$ cat config.mk
export PLATFORM = sky130hd
export DESIGN_NAME = v2f_seq_mul
export DESIGN_NICKNAME = d
export VERILOG_FILES = /design/src/rtl/v2f_seq_mul.sv
export SDC_FILE = /design/constraint.sdc
export NUM_CORES = 1
export LEC_CHECK = 0
export ABC_AREA = 0
export BUFFER_PORTS_ARGS = -buffer_cell sky130_fd_sc_hd__buf_4
export CAP_MARGIN = 10
export CORE_ASPECT_RATIO = 0.6
export CORE_MARGIN = 2
export CORE_UTILIZATION = 67
export CTS_CLUSTER_DIAMETER = 200
export DETAILED_ROUTE_END_ITERATION = 6
export GPL_TIMING_DRIVEN = 0
export PLACE_DENSITY_LB_ADDON = 0.1
export REMOVE_ABC_BUFFERS = 1
export SYNTH_ARGS = -nofsm -noshare
export SYNTH_HDL_FRONTEND = slang
export SYNTH_SLANG_ARGS = --single-unit
$ cat constraint.sdc
create_clock -name clk -period 15.3 [get_ports clk]
set_input_delay 3.06 -clock clk [delete_from_list [all_inputs] [get_ports clk]]
set_output_delay 3.06 -clock clk [all_outputs]
set_load 0.01 [all_outputs]
$ cat src/rtl/v2f_seq_mul.sv
// Sequential multiplier built from 16x16 limb products, one per cycle.
// Signed operands are multiplied as magnitudes and the sign is applied once at the end.
module v2f_seq_mul #(
  parameter  int WIDTH  = 32,
  parameter  int FULL   = 0,
  parameter  int SIGNED = 0,
  localparam int YW     = (FULL != 0) ? 2 * WIDTH : WIDTH
) (
  input  logic             clk,
  input  logic             rst,
  input  logic             start,
  input  logic [WIDTH-1:0] a,
  input  logic [WIDTH-1:0] b,
  output logic             ready,
  output logic             busy,
  output logic             done,
  output logic [YW-1:0]    y
);

  localparam int         L   = WIDTH / 16;
  localparam logic [1:0] LM1 = 2'(L - 1);

  if (!(WIDTH == 16 || WIDTH == 32 || WIDTH == 48 || WIDTH == 64)) begin : g_bad_width
    $error("v2f_seq_mul: WIDTH must be 16, 32, 48 or 64");
  end

  typedef enum logic [1:0] {IDLE, MUL, SIGN} state_t;

  state_t             state, state_nxt;
  logic [WIDTH-1:0]   a_mag, b_mag, a_abs, b_abs;
  logic               sign;
  logic [2*WIDTH-1:0] acc, pp_ext;
  logic [1:0]         i_idx, j_idx, j_last;
  logic [2:0]         limb_sum;
  logic [15:0]        a_limb, b_limb;
  logic [31:0]        pp;
  logic               last_pair;
  logic [YW-1:0]      res;

  assign a_abs = (SIGNED != 0 && a[WIDTH-1]) ? -a : a;
  assign b_abs = (SIGNED != 0 && b[WIDTH-1]) ? -b : b;

  // Truncated mode only visits pairs whose product lands below bit WIDTH.
  always_comb begin
    a_limb    = a_mag[16*i_idx +: 16];
    b_limb    = b_mag[16*j_idx +: 16];
    pp        = {16'b0, a_limb} * {16'b0, b_limb};
    limb_sum  = {1'b0, i_idx} + {1'b0, j_idx};
    pp_ext    = '0;
    pp_ext[31:0] = pp;
    pp_ext    = pp_ext << {limb_sum, 4'b0000};
    j_last    = (FULL != 0) ? LM1 : LM1 - i_idx;
    last_pair = (i_idx == LM1) && (j_idx == j_last);
    res       = (SIGNED != 0 && sign) ? YW'(-acc) : YW'(acc);
  end

  always_comb begin
    state_nxt = state;
    case (state)
      IDLE:    if (start) state_nxt = MUL;
      MUL:     if (last_pair) state_nxt = SIGN;
      SIGN:    state_nxt = IDLE;
      default: state_nxt = IDLE;
    endcase
  end

  always_ff @(posedge clk or posedge rst) begin
    if (rst) begin
      state <= IDLE;
      done  <= 1'b0;
    end else begin
      state <= state_nxt;
      done  <= (state == SIGN);
    end
  end

  always_ff @(posedge clk or posedge rst) begin
    if (rst) begin
      acc   <= '0;
      a_mag <= '0;
      b_mag <= '0;
      sign  <= 1'b0;
      i_idx <= '0;
      j_idx <= '0;
      y     <= '0;
    end else begin
      case (state)
        IDLE: begin
          if (start) begin
            acc   <= '0;
            a_mag <= a_abs;
            b_mag <= b_abs;
            sign  <= (SIGNED != 0) && (a[WIDTH-1] ^ b[WIDTH-1]);
            i_idx <= '0;
            j_idx <= '0;
          end
        end
        MUL: begin
          acc <= acc + pp_ext;
          if (j_idx == j_last) begin
            j_idx <= '0;
            i_idx <= i_idx + 2'd1;
          end else begin
            j_idx <= j_idx + 2'd1;
          end
        end
        SIGN:    y <= res;
        default: ;
      endcase
    end
  end

  assign ready = (state == IDLE);
  assign busy  = (state == MUL) || (state == SIGN);

endmodule
* Word-level counts from Yosys, hierarchy flattened
Index checks and enable logic that the tools add are counted.
** Cells by class
- $add $sub $neg :: 5
- Multipliers :: 1
- Eq/ne operators :: 7
- Shift-type cells :: 3
- Muxes and demuxes :: 10
- Reduce and logical (&&, ||, !) cells :: 8
** Operator list (count)
- 64-bit one-hot mux with 2 select lines :: 1
- 64-bit adder :: 1
- 64-bit 2-to-1 mux :: 1
- 32-bit by 7-bit indexed part select with 16-bit output :: 2
- 32-bit by 7-bit left shift with 64-bit output :: 1
- 16-bit by 16-bit multiplier with 32-bit output :: 1
- 2-bit one-hot mux with 2 select lines :: 3
- 2-bit 2-to-1 mux :: 5
- 2-bit inequality test, second input constant :: 3
- 2-bit AND reduction :: 3
- 2-bit by 1-bit adder with 2-bit output, second input constant :: 2
- 2-bit by 1-bit == test with 1-bit output, second input constant :: 2
- 2-bit by 2-bit adder with 3-bit output :: 1
- 3-bit AND reduction :: 1
- 2-bit == test :: 1
- 2-bit == test, second input constant :: 1
- 2-bit logical NOT :: 1
- 2-bit nonzero test :: 1
- 1-bit by 2-bit subtractor with 2-bit output, first input constant :: 1
- 1-bit logical AND :: 1
- 1-bit logical OR :: 1
** Storage, ports and cells
- Bits in registers :: 167
- Output and inout port bits :: 35

* Depth between registers and ports, before layout
Gate-level depths: netlist of the first run.
- Depth after elaboration :: 5
- Mapped depth :: 39
- Depth with buffers taken out :: 37

* Worst setup path before layout of the first run
No wires, ideal clock.
- Path type :: register to register
- Start point :: register j_idx[0]
- End point :: register acc[31]
- Arrival :: 8.429 ns
- Data required time :: 15.232 ns
- Slack :: 6.802 ns
- Stages on the path, launching flop included :: 40
- Clock period less this slack :: 8.498 ns
- Path through :: dfrtp_1 -> buf_2 -> buf_1 -> mux2i_1 -> nor2_1 -> clkbuf_1 -> nand2_1 -> fa_1 -> inv_1 -> fa_1 -> inv_1 -> fa_1 -> inv_1 -> fa_1 -> fa_1 -> inv_1 -> fa_1 -> inv_1 -> (+4 left out) -> a21oi_1 -> o21ai_0 -> a21oi_1 -> o21bai_1 -> xor2_1 -> mux2i_1 -> nor2_1 -> ha_1 -> a21o_1 -> a21o_1 -> a21o_1 -> a21o_1 -> a41o_1 -> a21oi_1 -> o21ai_0 -> xnor2_1 -> or3_1 -> nand3_1
** Between the ends
- Word-level cells in the longest chain between the ends :: 5
- Elaborated cells between the ends (all ways) :: 6
- Classes of those cells :: 2 x add/sub; 1 x mul; 2 x shift; 1 x mux
** Ends and longest elaborated chain
- start, declared :: line 33 : logic [1:0] i_idx, j_idx, j_last;
- start signal, assigned :: line 104 : j_idx <= j_idx + 2'd1;
- 32-bit by 7-bit indexed part select with 16-bit output :: line 46 : b_limb = b_mag[16*j_idx +: 16];
- 16-bit by 16-bit multiplier with 32-bit output :: line 47 : pp = {16'b0, a_limb} * {16'b0, b_limb};
- 32-bit by 7-bit left shift with 64-bit output * :: line 51 : pp_ext = pp_ext << {limb_sum, 4'b0000};
- 64-bit adder * :: line 99 : acc <= acc + pp_ext;
- 64-bit one-hot mux with 2 select lines * :: line 87 : case (state)
- end signal, assigned :: line 99
- end, declared :: line 32 : logic [2*WIDTH-1:0] acc, pp_ext;
Mark *: on every way between the ends. The rest lies on a longest branch, timed or not.
A chain may end at the register's enable or synchronous reset.

* Final worst setup path of the first run
- Start point :: register j_idx[0]
- End point :: register acc[30]
The elaborated chain is that of the path after synthesis.

==> summary.txt, run 1 <==
Global routing
  – Met3 usage: 10.9%
  – Initial antenna violation count: 0
  – Grt met2 use: 47.8%
  – Global routing's busiest layer: met1
  – Grt ovf: 0
  – Vias in the first global route: 12,000
  – Largest net degree at the start of global routing: 78
  – GR Util met1: 49.9%
  – Total GRT Usage: 33.7%
  – First-pass GRT wire length: 63,200 um

Setup path
  – Worst Path Arrival: 10.80 ns
  – Critical path fanouts, max: 20
  – Nature of the critical path endpoint: register
  – Worst EP required: 15.61 ns
  – Crit-path leading delay family: adder cells
  – Crit start category: register
  – Buf+Inv Stages, Crit Path: 5
  – Most frequent CP cell: fa_1
  – Max stage delay on crit path: 1.13 ns
  – WS Path Type: register to register
  – Crit-path slowest cell: nor2_1

CTS
  – CTS resizes: 0
  – Clock net sink count: 135
  – Clock slew seen by the registers of the worst setup and hold paths: 0.06 ns
  – Hold_buf cts: 0
  – Skew-Pair Late Insertion Delay: 0.45 ns
  – TritonCTS buffer count: 17
  – Worst-case clock buffer depth: 2
  – Root buffer cell: clkbuf_16
  – H-tree lvl count: 4
  – CTS tree: yes
  – Post CTS Setup Buffer Count: 0

Synth
  – Syn. warnings: 0
  – Post-synth top area share: 24.9%
  – Synth unique cells: 69
  – Mapped Area: 15,800 um2
  – Biggest area contributors in the synthesized netlist: fa_1 25%, dfrtp_1 21%, ha_1 11%
  – Mapped Cells: 1,686
  – Cell taking the most area after synthesis: fa_1
  – Async SR Flop Fraction: 100%
  – Main synth FF type: dfrtp_1
  – Average size of a mapped cell: 9.34 um2
  – Most common cell in the synthesized netlist: inv_1
  – Number of synthesized flops with an enable pin: 0
  – Register area share after synthesis: 21.4%
  – Yosys reg bits: 135
  – Synth cell count leaders: 243 x inv_1, 196 x fa_1, 196 x nand2_1

Layout
  – Share of layout cells above drive strength 1: 16.2%
  – # fillers: 1,682
  – Register area: 3380 um2
  – Layout Nets: 2,146
  – Multi-input logic area: 11,200 um2
  – Layout area overhead: 10.4%

Routing
  – Post-DR wirelength/cell: 19.2 um
  – TritonRoute pass-1 iters: 6
  – DR iter-0 viols: 1,152
  – Vias/cell: 5.94
  – Vias: 12,300
  – Final WL: 39,700 um
  – DRC Markers: 0
  – Detail Route Antenna Nets: 0

Timing
  – Setup_tns: 0 ns
  – Fin. Hold Viols: 0
  – Final setup viols: 0
  – Fin crit period: 10.49 ns
  – Slew Limit Fails: 0
  – RSZ-0062 raised after global routing: no
  – Max Clock Freq: 0.0953 GHz
  – Worst Max-Slew Pin Slew: 1.32 ns
  – Skew final: 0.0105 ns
  – Worst rel slew slack: 11.8%
  – Final period utilization: 68.6%

Floorplan
  – I/O pin cnt: 102
  – Die height: 123 um
  – Core area: 23,100 um2
  – Cell Rows: 43
  – Full die area: 24,800 um2
  – Initial Utilization: 68.3%
  – Die Wd: 202 um

Run status
  – Status: finished, final reports clean

Worst hold path
  – Worst Hold Class: register to register

Placed design
  – Post-DP HPWL: 31,200 um
  – RePlAce Congestion: 0.969
  – Port bufs: 101

Flow run
  – Max-cap violations: 0
[worst register-to-register path, delay by kind of cell (launching register included)]
family	cells	cell delay [ns]
adder cells (fa/ha/maj)	8	3.93
XOR/XNOR	2	0.30
AND/OR/NAND/NOR	4	1.77
buffers and inverters	5	0.26
AO/OA/AOI/OAI	12	2.24
multiplexers	2	0.73
flip-flops	1	1.12
[stage by stage]
stage                     utilization, %  setup slack (ns)  hold slack (ns)  cell area (um2)  std cells
final                               75.4              4.81            0.503            17400       2071
after detailed placement            72.4              5.20            0.492            16700       2035
after CTS                           75.1              5.11            0.505            17300       2067
after global routing                75.4              4.36            0.518            17400       2070
after floorplan                        -              6.91            0.472            15500       1616
after global placement              72.0              5.28            0.487            16600       2032
[routing by layer]
layer / vias up / wire (um) / share of wire, %
met3: 61 / 4810 / 12
met1: 6140 / 17400 / 44
li1: 5534 / - / -
met5: - / 88 / 0.22
met2: 559 / 16800 / 42
met4: 2 / 599 / 1.5
[state kept, by name, indices dropped and copies added, names as in the netlist]
register and count:
a_mag 32, acc 32, b_mag 32, y 32, i_idx 2, j_idx 2
state 2, done 1
[cell usage in the layout (no fill, tap or decap), types with 34 or more instances in the layout]
cell and instances:
fa_1 196, or2_2 34, mux2i_1 37, nand2_1 195
a21oi_1 56, dfrtp_1 134, o21ai_0 57, nor2_1 184
inv_1 242, ha_1 141, mux2_2 97, buf_4 101
[path summary, 6_finish.rpt]
path                       slack (ns)  cells past startpoint         to  startpoint
min in group asynchronous        2.66                      2      y[30]         rst
max in group asynchronous       11.85                      3  a_mag[17]         rst
hold / removal                   0.50                      1  b_mag[18]   b_mag[18]
hold reg to reg                  0.50                      1  b_mag[18]   b_mag[18]
setup / recovery                 4.81                     33    acc[30]    j_idx[0]
setup reg to reg                 4.81                     33    acc[30]    j_idx[0]
[logic make-up after synthesis]
family,Yosys count,share of synthesized area (%)
AOI/OAI and AO/OA,210,8.85
xor gates and xnor gates,50,2.78
adders and majority gates,337,36.1
buffers and inverters,313,7.56
DFF,135,21.4
muxes,134,9.28
and+or+nand+nor,507,14.0
[final cells by class]
type / count / share of cell area (%)
timing repair buffer: 107 / 5.17
clock buffer: 22 / 2.73
tap: 315 / 2.27
clock inverter: 10 / 0.820
antenna: 1 / 0.0144
sequential: 135 / 19.4
inverter: 243 / 5.27
multi-input combinational: 1238 / 64.3
Power of run 1 is left out: the tool's default activity adds up to more than one toggle a clock period on the data nets, which glitch-free logic cannot reach.
==> run 2, diff against run 1 <==
--- a/config.mk
+++ b/config.mk
@@ -5,12 +5,12 @@
 export SDC_FILE = /design/constraint.sdc
 export NUM_CORES = 1
 export LEC_CHECK = 0
-export ABC_AREA = 0
+export ABC_AREA = 1
 export BUFFER_PORTS_ARGS = -buffer_cell sky130_fd_sc_hd__buf_4
 export CAP_MARGIN = 10
 export CORE_ASPECT_RATIO = 0.6
 export CORE_MARGIN = 2
-export CORE_UTILIZATION = 67
+export CORE_UTILIZATION = 64
 export CTS_CLUSTER_DIAMETER = 200
 export DETAILED_ROUTE_END_ITERATION = 6
 export GPL_TIMING_DRIVEN = 0
==> constraint.sdc (replaced) <==
create_clock -name clk -period 10.1 [get_ports clk]
set_input_delay 2.02 -clock clk [delete_from_list [all_inputs] [get_ports clk]]
set_output_delay 2.02 -clock clk [all_outputs]
set_load 0.01 [all_outputs]
==> summary.txt, run 2 <==
Timing
  – Slew Limit Fails: 0 (unchanged)
  – Worst Max-Slew Pin Slew: 1.26 ns (-0.0634 ns)
  – Final period utilization: 96.0% (+27 points)
  – Fin crit period: 9.69 ns (-0.800 ns)
  – Max Clock Freq: 0.103 GHz (+8.3%)
  – Worst rel slew slack: 15.9% (+4.1 points)
  – Skew final: 0.00989 ns (-0.000584 ns)
  – PnR worst setup slack: 0.407 ns (-4.40 ns)
  – RSZ-0062 raised after global routing: no
  – Fin. Hold Viols: 0 (unchanged)
  – Final setup viols: 0 (unchanged)

Routing
  – Detail Route Antenna Nets: 0 (unchanged)
  – Vias/cell: 5.70 (-4.0%)
  – TritonRoute pass-1 iters: 7 (+1)
  – DR iter-0 viols: 1,583 (+37%)
  – Final WL: 46,300 um (+17%)
  – Post-DR wirelength/cell: 18.3 um (-4.5%)
  – DRC Markers: 1 (+1)
  – Vias: 14,400 (+17%)

Synth
  – Yosys reg bits: 135 (unchanged)
  – Synth unique cells: 54 (-22%)
  – Syn. warnings: 0 (unchanged)
  – Register area share after synthesis: 20.8% (-0.64 points)
  – Mapped Area: 16,200 um2 (+3.1%)
  – Number of synthesized flops with an enable pin: 0 (unchanged)
  – Main synth FF type: dfrtp_1
  – Most common cell in the synthesized netlist: nand2_1
  – Mapped Cells: 2,106 (+25%)
  – Biggest area contributors in the synthesized netlist: fa_1 24%, dfrtp_1 21%, nand2_1 12%
  – Async SR Flop Fraction: 100% (unchanged)
  – Average size of a mapped cell: 7.71 um2 (-17%)
  – Synth cell count leaders: 521 x nand2_1, 360 x inv_1, 293 x nor2_1
  – Cell taking the most area after synthesis: fa_1
  – Post-synth top area share: 24.2% (-0.74 points)

Setup path
  – WS Path Type: register to register
  – Nature of the critical path endpoint: register
  – CP Launch Point: j_idx[0]
  – Worst EP required: 10.48 ns (-5.13 ns)
  – Max stage delay on crit path: 0.97 ns (-0.16 ns)
  – Worst Path Arrival: 10.08 ns (-0.72 ns)
  – Reg2reg start: j_idx[0]
  – Crit-path slowest cell: dfrtp_1
  – Most frequent CP cell: inv_1
  – Crit start category: register
  – Critical path fanouts, max: 18 (-10%)

Floorplan
  – Die Wd: 210 um (+3.8%)
  – Initial Utilization: 64.7% (-3.6 points)
  – Full die area: 26,700 um2 (+7.7%)
  – Cell Rows: 45 (+4.7%)
  – Die height: 127 um (+3.8%)
  – Core area: 25,100 um2 (+8.8%)
  – I/O pin cnt: 102 (unchanged)

Placed design
  – Port bufs: 101 (unchanged)
  – Post-DP HPWL: 37,400 um (+20%)
  – DP Worst Slack: 0.715 ns (-4.48 ns)
  – RePlAce Congestion: 0.974 (+0.51%)
  – Number of cells after detailed placement: 2,492 (+22%)
  – DP Area: 17,400 um2 (+4.4%)

Global routing
  – First-pass GRT wire length: 74,400 um (+18%)
  – Total GRT Usage: 36.5% (+2.8 points)
  – Grt ovf: 0 (unchanged)
  – Largest net degree at the start of global routing: 70 (-10%)
  – Initial antenna violation count: 1 (+1)
  – Vias in the first global route: 13,800 (+15%)

Layout
  – Layout area overhead: 11.0%
  – Commonest non-fill, non-tap cell in the layout: nand2_1
  – Post-route cell area: 18,000 um2 (+3.6%)
  – Post-layout util: 71.8% (-3.6 points)
  – Fin cells: 2,527 (+22%)
  – Share of layout cells above drive strength 1: 11.2% (-5.0 points)
  – Most frequent cells in the layout: 520 x nand2_1, 359 x inv_1, 292 x nor2_1, 196 x fa_1, 140 x ha_1
  – # fillers: 2,049 (+22%)
  – Layout Nets: 2,588 (+21%)

Worst hold path
  – Worst Hold Class: register to register
  – Min-delay src: a_mag[5]

Run status
  – Failing checks: DRC
  – Status: complete, but fails checks

CTS
  – Clock net sink count: 135 (unchanged)
  – H-tree lvl count: 4 (unchanged)
  – Hold_buf cts: 0 (unchanged)
  – TritonCTS buffer count: 17 (unchanged)
  – Root buffer cell: clkbuf_16
  – Skew-Pair Late Insertion Delay: 0.45 ns (about the same)
  – Post CTS Setup Buffer Count: 0 (unchanged)
  – CTS tree: yes
  – Worst-case clock buffer depth: 2 (unchanged)
  – CTS resizes: 0 (unchanged)
  – Clock slew seen by the registers of the worst setup and hold paths: 0.07 ns (about the same)

Flow run
  – Max-cap violations: 0 (unchanged)
==> run 2: cell types whose count changed after synthesis, moves of 33 or more <==
cell     delta
a21oi_1    +33
inv_1     +117
mux2_2     -78
mux2i_1    -37
nand2_1   +325
nand3_1    +39
nor2_1    +109
==> run 2: worst paths after layout <==
path	to	slack [ns]	cells past startpoint
setup / recovery	acc[31]	0.41	34
hold / removal	a_mag[5]	0.48	2
setup reg to reg	acc[31]	0.41	34
hold reg to reg	a_mag[5]	0.48	2
max in group asynchronous	b_mag[12]	7.65	3
min in group asynchronous	done	1.67	2
==> run 2: per-layer routing <==
metal | vias to the layer above | track usage (%) | share of wire (%)
li1 | 6619 | - | -
met1 | 6936 | 56.3 | 45
met2 | 769 | 48.5 | 39
met3 | 72 | 13.3 | 14
met4 | 0 | 8.51 | 1.7
met5 | - | 0 | 0
==> run 2: logic make-up after synthesis <==
kind of cell	Yosys count	share of synthesized area (%)
fa+ha+maj	337	35.0
simple gates	942	23.9
mux	19	1.32
buf+inv	438	10.3
flops	135	20.8
xor+xnor	21	1.13
compound gates	214	7.57
==> run 2: per-stage QoR <==
step / hold WS, ns / TNS (ns)
2_1_floorplan: 0.450 / 0
3_3_place_gp: 0.462 / -0.00428
3_5_place_dp: 0.465 / 0
4_1_cts: 0.483 / 0
5_1_grt: 0.497 / 0
6_report: 0.482 / 0
==> run 2: worst max-delay path, delay by kind of cell, from the launching register on <==
family,cells,cell delay (ns)
flip-flops,1,0.97
AO/OA/AOI/OAI,8,1.78
buffers and inverters,8,1.48
adder cells (fa/ha/maj),8,3.86
AND/OR/NAND/NOR,10,1.46
==> run 2: final cells by class <==
class / instances / area [um2] / share of cell area, %
Inverter: 379 / 1430 / 7.95
Clock buffer: 17 / 425 / 2.36
Tap cell: 329 / 412 / 2.28
Antenna cell: 1 / 2.50 / 0.0139
Sequential cell: 135 / 3380 / 18.7
Clock inverter: 15 / 143 / 0.791
Timing Repair Buffer: 118 / 967 / 5.37
Multi-Input combinational cell: 1533 / 11300 / 62.5
Power of run 2 is left out for the same reason.
